### src/rtl/rock_regelaar.sv
// Cradle rocking regulator: adapts rocking amplitude and frequency
// from cry-volume and heart-rate samples once per evaluation round.
module rock_regelaar #(
  parameter int W          = 8,
  parameter int LVL_W      = 3,
  parameter int DIV        = 1000,
  parameter int TIMEOUT    = 16,
  parameter int HOLD_TICKS = 4,
  parameter int HYST       = 2,
  parameter int QUIET      = 10,
  parameter int HART_HI    = 150
) (
  input  logic             clk,
  input  logic             reset,
  input  logic [W-1:0]     huil_vol,
  input  logic             huil_valid,
  input  logic [W-1:0]     hartslag,
  input  logic             hart_valid,
  output logic [LVL_W-1:0] amp,
  output logic [LVL_W-1:0] freq,
  output logic [2:0]       state,
  output logic             tick,
  output logic             restart_pulse
);

  localparam logic [2:0] S_IDLE    = 3'd0;
  localparam logic [2:0] S_WAIT    = 3'd1;
  localparam logic [2:0] S_EVAL    = 3'd2;
  localparam logic [2:0] S_HOLD    = 3'd3;
  localparam logic [2:0] S_RESTART = 3'd4;

  localparam int PW = (DIV > 2) ? $clog2(DIV) : 1;
  localparam int CW = 16;

  localparam logic [PW-1:0]    PMAX  = PW'(DIV - 1);
  localparam logic [PW-1:0]    PONE  = PW'(1);
  localparam logic [CW-1:0]    TO_M1 = CW'(TIMEOUT - 1);
  localparam logic [CW-1:0]    HO_M1 = CW'(HOLD_TICKS - 1);
  localparam logic [CW-1:0]    CONE  = CW'(1);
  localparam logic [LVL_W-1:0] LMAX  = '1;
  localparam logic [LVL_W-1:0] LONE  = LVL_W'(1);
  localparam logic [W:0]       HYS_X = (W+1)'(HYST);
  localparam logic [W:0]       QUI_X = (W+1)'(QUIET);
  localparam logic [W:0]       HHI_X = (W+1)'(HART_HI);

  logic [PW-1:0]    pcnt;
  logic [CW-1:0]    wcnt;
  logic [CW-1:0]    hcnt;
  logic             hf;
  logic             bf;
  logic [W-1:0]     huil_cur;
  logic [W-1:0]     hart_cur;
  logic [W-1:0]     huil_prev;
  logic [LVL_W-1:0] amp_n;
  logic [LVL_W-1:0] freq_n;
  logic [W:0]       cur_x;
  logic [W:0]       prev_x;
  logic [W:0]       hart_x;
  logic             both;

  always_comb begin
    tick          = (pcnt == PMAX);
    restart_pulse = (state == S_RESTART);
    // A strobe in this cycle counts as already flagged.
    both          = (hf | huil_valid) & (bf | hart_valid);
  end

  always_comb begin
    cur_x  = {1'b0, huil_cur};
    prev_x = {1'b0, huil_prev};
    hart_x = {1'b0, hart_cur};
    amp_n  = amp;
    freq_n = freq;
    if (cur_x <= QUI_X) begin
      if (amp != '0) amp_n = amp - LONE;
    end else if (cur_x > prev_x + HYS_X) begin
      if (amp != LMAX) amp_n = amp + LONE;
      else if (freq != LMAX) freq_n = freq + LONE;
    end else if (cur_x + HYS_X < prev_x) begin
      amp_n  = amp;
    end else if (hart_x > HHI_X && freq != '0) begin
      freq_n = freq - LONE;
    end
  end

  always_ff @(posedge clk) begin
    if (reset) begin
      state     <= S_IDLE;
      pcnt      <= '0;
      wcnt      <= '0;
      hcnt      <= '0;
      hf        <= 1'b0;
      bf        <= 1'b0;
      huil_cur  <= '0;
      hart_cur  <= '0;
      huil_prev <= '0;
      amp       <= '0;
      freq      <= '0;
    end else begin
      pcnt <= tick ? '0 : pcnt + PONE;
      if (huil_valid) huil_cur <= huil_vol;
      if (hart_valid) hart_cur <= hartslag;

      if (state == S_RESTART) hf <= 1'b0;
      else if (huil_valid)    hf <= 1'b1;
      else if (state == S_EVAL) hf <= 1'b0;

      if (state == S_RESTART) bf <= 1'b0;
      else if (hart_valid)    bf <= 1'b1;
      else if (state == S_EVAL) bf <= 1'b0;

      unique case (state)
        S_IDLE: begin
          if (both) state <= S_EVAL;
        end
        S_WAIT: begin
          if (both) begin
            state <= S_EVAL;
          end else if (tick) begin
            if (wcnt == TO_M1) state <= S_RESTART;
            else wcnt <= wcnt + CONE;
          end
        end
        S_EVAL: begin
          amp       <= amp_n;
          freq      <= freq_n;
          huil_prev <= huil_cur;
          hcnt      <= '0;
          state     <= S_HOLD;
        end
        S_HOLD: begin
          if (tick) begin
            if (hcnt == HO_M1) begin
              state <= S_WAIT;
              wcnt  <= '0;
            end else begin
              hcnt <= hcnt + CONE;
            end
          end
        end
        S_RESTART: begin
          amp       <= '0;
          freq      <= '0;
          huil_prev <= '0;
          state     <= S_IDLE;
        end
        default: state <= S_IDLE;
      endcase
    end
  end

endmodule

### config.mk
export PLATFORM = sky130hd
export DESIGN_NAME = rock_regelaar
export DESIGN_NICKNAME = d
export VERILOG_FILES = /design/src/rtl/rock_regelaar.sv
export SDC_FILE = /design/constraint.sdc
export NUM_CORES = 1
export LEC_CHECK = 0
export BUFFER_PORTS_ARGS = -buffer_cell sky130_fd_sc_hd__buf_2
export CORE_ASPECT_RATIO = 0.9
export CORE_UTILIZATION = 40
export CTS_BUF_LIST = sky130_fd_sc_hd__clkbuf_16
export DETAILED_ROUTE_END_ITERATION = 8
export GPL_TIMING_DRIVEN = 0
export PLACE_DENSITY = 0.59
export SLEW_MARGIN = 20
export SYNTH_ARGS = -nofsm -noshare
export SYNTH_HDL_FRONTEND = slang
export SYNTH_SLANG_ARGS = --single-unit
export TNS_END_PERCENT = 1
### constraint.sdc
create_clock -name clk -period 4.2 [get_ports clk]
set_input_delay 0.63 -clock clk [delete_from_list [all_inputs] [get_ports clk]]
set_output_delay 0.63 -clock clk [all_outputs]
set_load 0.02 [all_outputs]
==> key figures, run 1 <==
Outcome
  – Status: complete, no violations

Detailed routing
  – WL per Instance: 13.9 µm
  – Via Count: 3334
  – Routed vias/inst: between 5 and 6
  – Final antenna-violating net count: 0
  – Wirelength, routed: 8730 µm
  – First-pass DRT Iterations: 4
  – DRC viols: 0
  – DR iter-0 viols: 119

Die
  – Die X: 107 µm
  – Die area: 10400 µm²
  – Num rows: 34
  – Initial core utilization: 0.413
  – Number of top-level pins: 31
  – Die H: between 90 and 100 µm
  – Total core area: 9660 µm²

Final layout
  – Layout cell share with drive strength beyond 1: 0.114
  – Area Overhead vs Synth: 15.2%
  – Cell area after layout: around 4600 µm²
  – Antenna diode count: 0
  – # nets final: between 500 and 600
  – Final core occ: 0.476

Logic synthesis
  – Fraction of registers with async set/reset: 0
  – Synth Register Bits: 77
  – Synthesized instance count: 460
  – Syn Area/Cell: 8.67 µm²
  – Largest family of logic cells by synthesized area: simple AND/OR/NAND/NOR gates
  – Xor and xnor fraction of the mapped netlist area: 0.0879
  – Post-synth net total: 502
  – Post-synthesis sequential area ratio: 0.387
  – Post-synthesis mux area share: 0.0430
  – Commonest cells in the netlist: dfxtp_1, nor2_1, nand3_1
  – Area share of the largest cell type after synthesis: 0.387
  – Post-synth EDFFs: 0
  – Area contributors post-synth: dfxtp_1, nor2_1, ha_1, xor2_1, mux2i_1
  – Compound-gate portion of the synthesized area: 0.133
  – Netlist Area Pre-Place: about 4000 µm²
  – Yosys warnings: 0
  – Top-count cell post-synth: dfxtp_1
  – Synth Flop Type: dfxtp_1
  – Post-synth top area cell: dfxtp_1
  – Yosys cell types: 52
  – Simple-Gate Fraction of Synth Area: 0.239
  – Post-synthesis adder-cell area fraction: 0.0728

Critical path
  – Slowest stage delay, CP: 510 ps
  – R2R Setup Slk: about 890 ps
  – Critical R2R Capture: freq[1]
  – Critical path class: flip-flop to flip-flop
  – Crit path buf inv count: 1
  – Nature of the critical path endpoint: flip-flop
  – Worst r2r path cells: 11
  – Critical path cell sequence: and3_1, nand3_1, xnor2_1, ha_1, a211oi_1, o21ai_0, o21ai_1, inv_1, fa_1, or4_1, a21oi_1
  – CP max FO: 7
  – Crit path max-delay family: compound AO/OA/AOI/OAI gates
  – Worst r2r src: huil_prev[3]
  – Critical path launch point type: flip-flop
  – Worst path depth: 11
  – Slowest cell on crit path: or4_1
  – CP arrival: 3580 ps
  – CP required: 4470 ps

Pwr
  – Lkg Pwr: 1.78 nW
  – VDD IR max: roughly 0.3 mV
  – Internal power: 1.35 mW
  – Switching power share of the total: 0.251
  – Comb pwr share: 0.108
  – Clk pwr share: 0.456
  – Pwr per Cell Area: 393 nW/µm²
  – Flop pwr share: 0.436
  – Switching Power: 453 µW
  – Design Power: approximately 1.8 mW

Hold path
  – Hold Crit Class: flip-flop to flip-flop
  – Hold Path End: pcnt[0]
  – Worst hold start: pcnt[0]
  – Hold path depth: 1

Timing
  – Worst Tran Pin Value: 814 ps
  – Final setup fails: 0
  – Clk_skew: 9.72 ps
  – Setup TNS: 0 ps
  – Final Slew Violations: 0
  – RSZ-0062 raised after global routing: false
  – Min Tclk post-route: between 3000 and 4000 ps
  – Max Fclk: approximately 300 MHz
  – Final hold slack: 465 ps
  – Slew headroom: 0.456
  – Final hold viol count: 0
  – Period utilization: 0.787

Clock tree
  – Clk slew on worst S/H paths: roughly 60 ps
  – # H-tree levels: 3
  – CTS tree: done
  – Setup bufs post-CTS: 0
  – Clock sink total: 77
  – Clk root buf: clkbuf_16
  – CTS Buf Count: 9
  – Post_cts resized: 0
  – Hold buffer count at CTS: 0
  – Clock buffer depth: 2
  – Worst skew pair latency: around 340 ps

Placement
  – HPWL Detailed: 6310 µm
  – PortBufs: 27
  – GPL Wtd Cong: 0.839
  – Placed inst area: between 4000 and 5000 µm²

Global route
  – Gr usage total: 0.182
  – First-pass GRT wire length: 14800 µm
  – Largest net degree at the start of global routing: 14
  – GRT overflow: 0
  – Initial antenna violation count: 0
  – Vias in the first global route: 3076

Job
  – Max Cap Viol: 0
==> flip-flops by register name, summed over array words and instances (netlist names), 8 cells and up <==
name and flops:
wcnt 16, pcnt 10, huil_prev 8, hart_cur 8
huil_cur 8, hcnt 16
==> how the worst max path moves through the flow <==
stage	slack, ps	startpoint	to
floorplan	1240	huil_prev[3]	freq[1]
global placement	930	huil_prev[3]	freq[1]
detailed placement	920	huil_prev[3]	freq[1]
CTS	900	huil_prev[3]	freq[1]
global route	630	huil_prev[3]	freq[1]
finish	890	huil_prev[3]	freq[1]
==> power groups by stage <==
stage / Combinational [mW] / Sequential (mW) / Clock [mW]
finish: 0.195 / 0.786 / 0.823
global route: 0.221 / 0.790 / 0.876
CTS: 0.196 / 0.786 / 0.845
detailed placement: 0.196 / 0.802 / 0
global placement: 0.191 / 0.801 / 0
floorplan: 0.134 / 0.802 / 0
==> cell usage in the layout, fill, tap and decap left out, types with 3 or more instances in the layout <==
| master | instances |
|---|---|
| xnor2_1 | 16 |
| nor2b_1 | 3 |
| mux2i_1 | 16 |
| nor3_1 | 9 |
| o31ai_1 | 3 |
| clkbuf_16 | 9 |
| nand3_1 | 30 |
| inv_1 | 24 |
| a22oi_1 | 11 |
| buf_2 | 29 |
| and4_1 | 4 |
| nor4_1 | 6 |
| a21oi_1 | 21 |
| dfxtp_1 | 77 |
| o21ai_0 | 17 |
| nor4b_1 | 3 |
| a211oi_1 | 5 |
| xor2_1 | 24 |
| nor2_1 | 71 |
| o211ai_1 | 4 |
| nand4_1 | 6 |
| ha_1 | 20 |
| nand2_1 | 21 |
| clkbuf_1 | 11 |
| or3_1 | 9 |
| and3_1 | 12 |
==> per-layer routing <==
layer	up-vias	GRT usage	part of all wire
met1	1562	0.254	0.53
met5	-	0	0
met4	0	0.0706	0.018
met2	54	0.266	0.42
li1	1705	-	-
met3	13	0.0465	0.037
==> layout make-up <==
class | instances | area, µm²
fillers | 911 | 5060
multi-input cells | 345 | 2290
flip-flops and latches | 77 | 1540
plain buffers | 14 | 62.6
inverters | 24 | 90.1
repair buffers | 27 | 135
clock inverters | 6 | 87.6
well taps | 126 | 158
clock buffers | 9 | 225
==> metrics by stage <==
stage / setup slack (ps) / std cells
after floorplan: 1240 / 460
final: 895 / 628
after detailed placement: 918 / 613
after global routing: 627 / 628
after CTS: 900 / 628
after global placement: 932 / 613
==> logic make-up (layout without fill, tap and decap cells) <==
| group | after synthesis | in the layout |
|---|---|---|
| simple gates | 188 | 188 |
| fa+ha+maj | 22 | 22 |
| buf+inv | 38 | 80 |
| compound gates | 78 | 78 |
| mux | 17 | 17 |
| xor+xnor | 40 | 40 |
| flops | 77 | 77 |
No activity file was read; power rests on OpenSTA's default activity.
==> inputs of run 2 (changes only) <==
--- a/config.mk
+++ b/config.mk
@@ -5,13 +5,14 @@
 export SDC_FILE = /design/constraint.sdc
 export NUM_CORES = 1
 export LEC_CHECK = 0
+export ABC_AREA = 1
 export BUFFER_PORTS_ARGS = -buffer_cell sky130_fd_sc_hd__buf_2
 export CORE_ASPECT_RATIO = 0.9
 export CORE_UTILIZATION = 40
 export CTS_BUF_LIST = sky130_fd_sc_hd__clkbuf_16
 export DETAILED_ROUTE_END_ITERATION = 8
 export GPL_TIMING_DRIVEN = 0
-export PLACE_DENSITY = 0.59
+export PLACE_DENSITY = 0.61
 export SLEW_MARGIN = 20
 export SYNTH_ARGS = -nofsm -noshare
 export SYNTH_HDL_FRONTEND = slang
==> constraint.sdc (replaced) <==
create_clock -name clk -period 3.02 [get_ports clk]
set_input_delay 0.453 -clock clk [delete_from_list [all_inputs] [get_ports clk]]
set_output_delay 0.453 -clock clk [all_outputs]
set_load 0.02 [all_outputs]
==> run 2 against run 1 <==
  * Synthesized cell count rose by 51%
  * Wire length up 38%
  * Cell area up 19%
  * Register-to-register slack worse by 740 ps
  * Count of clock-buffer cells in the layout unchanged
  * Via count up 39%
  * Sequential power grew 42%
  * Combinational power increased to 2.8 times the previous value
  * Clock skew is 2.8 ps lower
  * Utilization decreased by 0.13 points
  * Largest power group is now sequential cells
  * Highest routed layer unchanged
==> key figures, run 2 <==
Logic synthesis
  – Synthesized instance count: 694
  – Post-synthesis sequential area ratio: 0.325
  – Area share of the largest cell type after synthesis: 0.325
  – Synth Register Bits: slightly below 80
  – Post-synth EDFFs: 0
  – Fraction of registers with async set/reset: 0
  – Post-synth top area cell: dfxtp_1
  – Top-count cell post-synth: nand2_1
  – Syn Area/Cell: 6.83 µm²
  – Yosys cell types: 41
  – Yosys warnings: 0
  – Area contributors post-synth: dfxtp_1, nand2_1, nor2_1, a21oi_1, nand3_1
  – Netlist Area Pre-Place: 4740 µm²
  – Post-synth net total: 736
  – Synth Flop Type: dfxtp_1
  – Commonest cells in the netlist: nand2_1, nor2_1, dfxtp_1

Global route
  – Largest net degree at the start of global routing: 14
  – Gr usage total: 0.214
  – Vias in the first global route: 4510
  – Initial antenna violation count: 0
  – GRT overflow: 0
  – First-pass GRT wire length: 20700 µm

Pwr
  – Lkg Pwr: between 2 and 2.5 nW
  – Pwr per Cell Area: 506 nW/µm²
  – VDD IR max: 0.350 mV

Detailed routing
  – DR iter-0 viols: 237
  – Routed vias/inst: ~5.2
  – DRC viols: 0
  – WL per Instance: 13.4 µm
  – Final antenna-violating net count: 0
  – Wirelength, routed: about 12000 µm
  – Via Count: 4632
  – First-pass DRT Iterations: 4

Final layout
  – Most frequent cells in the layout: nand2_1, nor2_1, dfxtp_1, a21oi_1, inv_1
  – Area of the multi-input gates: 2830 µm²
  – Fill cells: 1224
  – Post-Layout Cell Count: 899
  – Commonest non-fill, non-tap cell in the layout: nand2_1
  – Final core occ: 0.474
  – Antenna diode count: 0
  – Layout cell share with drive strength beyond 1: 0.140
  – # nets final: 780
  – Register area: around 1600 µm²
  – Largest regs: hcnt x16, wcnt x16, pcnt x10
  – Area Overhead vs Synth: 14.9%

Clock tree
  – Hold buffer count at CTS: 0
  – CTS Buf Count: 9
  – # H-tree levels: 3
  – Clock buffer depth: 2
  – CTS tree: done
  – Clk root buf: clkbuf_16
  – Clk slew on worst S/H paths: roughly 60 ps
  – Worst skew pair latency: 350 ps
  – Clock sink total: 77

Job
  – Max Cap Viol: 0

Critical path
  – Nature of the critical path endpoint: flip-flop
  – Critical path class: flip-flop to flip-flop
  – Critical path launch point type: flip-flop
  – CP required: 3310 ps
  – CP max FO: 4
  – CP arrival: 3150 ps

Timing
  – Final Slew Violations: 0
  – Slew headroom: 0.525
  – Final setup fails: 0
  – Clk_skew: 6.91 ps
  – Final hold viol count: 0
  – Period utilization: 0.949
  – Min Tclk post-route: 2870 ps
  – Setup TNS: 0 ps
  – Worst Tran Pin Value: 706 ps
  – Max Fclk: 349 MHz
  – RSZ-0062 raised after global routing: false
  – Final hold slack: ~340 ps

Placement
  – GPL Wtd Cong: 0.876
  – PortBufs: 29
  – # placed instances: 879
  – HPWL Detailed: 8800 µm

Die
  – Die area: 12300 µm²
  – Num rows: 37
  – Die H: 105 µm
  – Initial core utilization: 0.413
  – Number of top-level pins: 31
  – Total core area: 11500 µm²
  – Die X: 117 µm

Hold path
  – Hold Crit Class: input pin to flip-flop

Outcome
  – Status: complete, no violations
[run 2: changes by cell type after synthesis, sizes merged, moves of 12 or more]
cell	change
nand4	+14
a21oi	+46
nor2	+21
xnor2	-14
nand2	+121
inv	+48
nand3	+36
mux2i	-16
and3	-12
[run 2: logic make-up after synthesis]
kind of cell,count (synthesis),synth area share
DFF,77,0.325
adders and majority gates,22,0.0613
buffers and inverters,98,0.0856
and+or+nand+nor,365,0.356
xor gates and xnor gates,31,0.0573
AOI/OAI and AO/OA,101,0.115
[run 2: where the power goes]
| part | switching (mW) | leakage (nW) | internal, mW |
|---|---|---|---|
| clock network | 0.452 | 0.141 | 0.636 |
| registers | 0.0600 | 0.630 | 1.06 |
| logic | 0.349 | 1.38 | 0.193 |
[run 2: final cells by class]
type / instances / share of cell area
multi-input cells: 519 / 0.519
flip-flops and latches: 77 / 0.285
inverters: 74 / 0.0510
clock buffers: 9 / 0.0414
well taps: 156 / 0.0358
repair buffers: 33 / 0.0322
plain buffers: 24 / 0.0234
clock inverters: 7 / 0.0122
[run 2: worst paths after layout]
path | slack (ps) | cells after the start | endpoint | startpoint
setup / recovery | 150 | 16 | freq[1] | huil_prev[1]
hold / removal | 340 | 3 | hart_cur[4] | hartslag[4]
setup reg to reg | 150 | 16 | freq[1] | huil_prev[1]
hold reg to reg | 450 | 1 | pcnt[0] | pcnt[0]
[run 2: what timing repair did]
item                                    in CTS  in global routing
pin swaps                                    1                  8
setup buffers                                2                  2
endpoints found under the setup margin       1                  2
gates resized for setup                      2                 12
[run 2: per-stage QoR]
step	worst slack, ps	total power, mW	instance area [µm²]
3_5_place_dp	-50.2	1.67	5080
2_1_floorplan	304	1.52	4740
4_1_cts	4.05	2.77	5390
5_1_grt	9.34	2.91	5450
6_report	153	2.75	5450
3_3_place_gp	-18.0	1.66	5080
[run 2: worst max-delay path, stage by stage, from the launching register on]
cell	delay, ps
dfxtp_4	370
ha_4	140
nand2_1	70
nor2_2	170
nand3_1	100
xor2_1	150
ha_1	300
inv_1	50
nor2_1	80
nand4_1	230
nand2_4	120
inv_1	50
fa_1	440
or2_2	320
nand3_2	70
nand2_1	50
nor2_1	90
[run 2: routing by layer]
metal	up-vias	share of wire	track usage
met5	-	0	0
met4	0	0.016	0.0678
met3	18	0.044	0.0650
met2	90	0.45	0.336
met1	2127	0.49	0.279
li1	2397	-	-
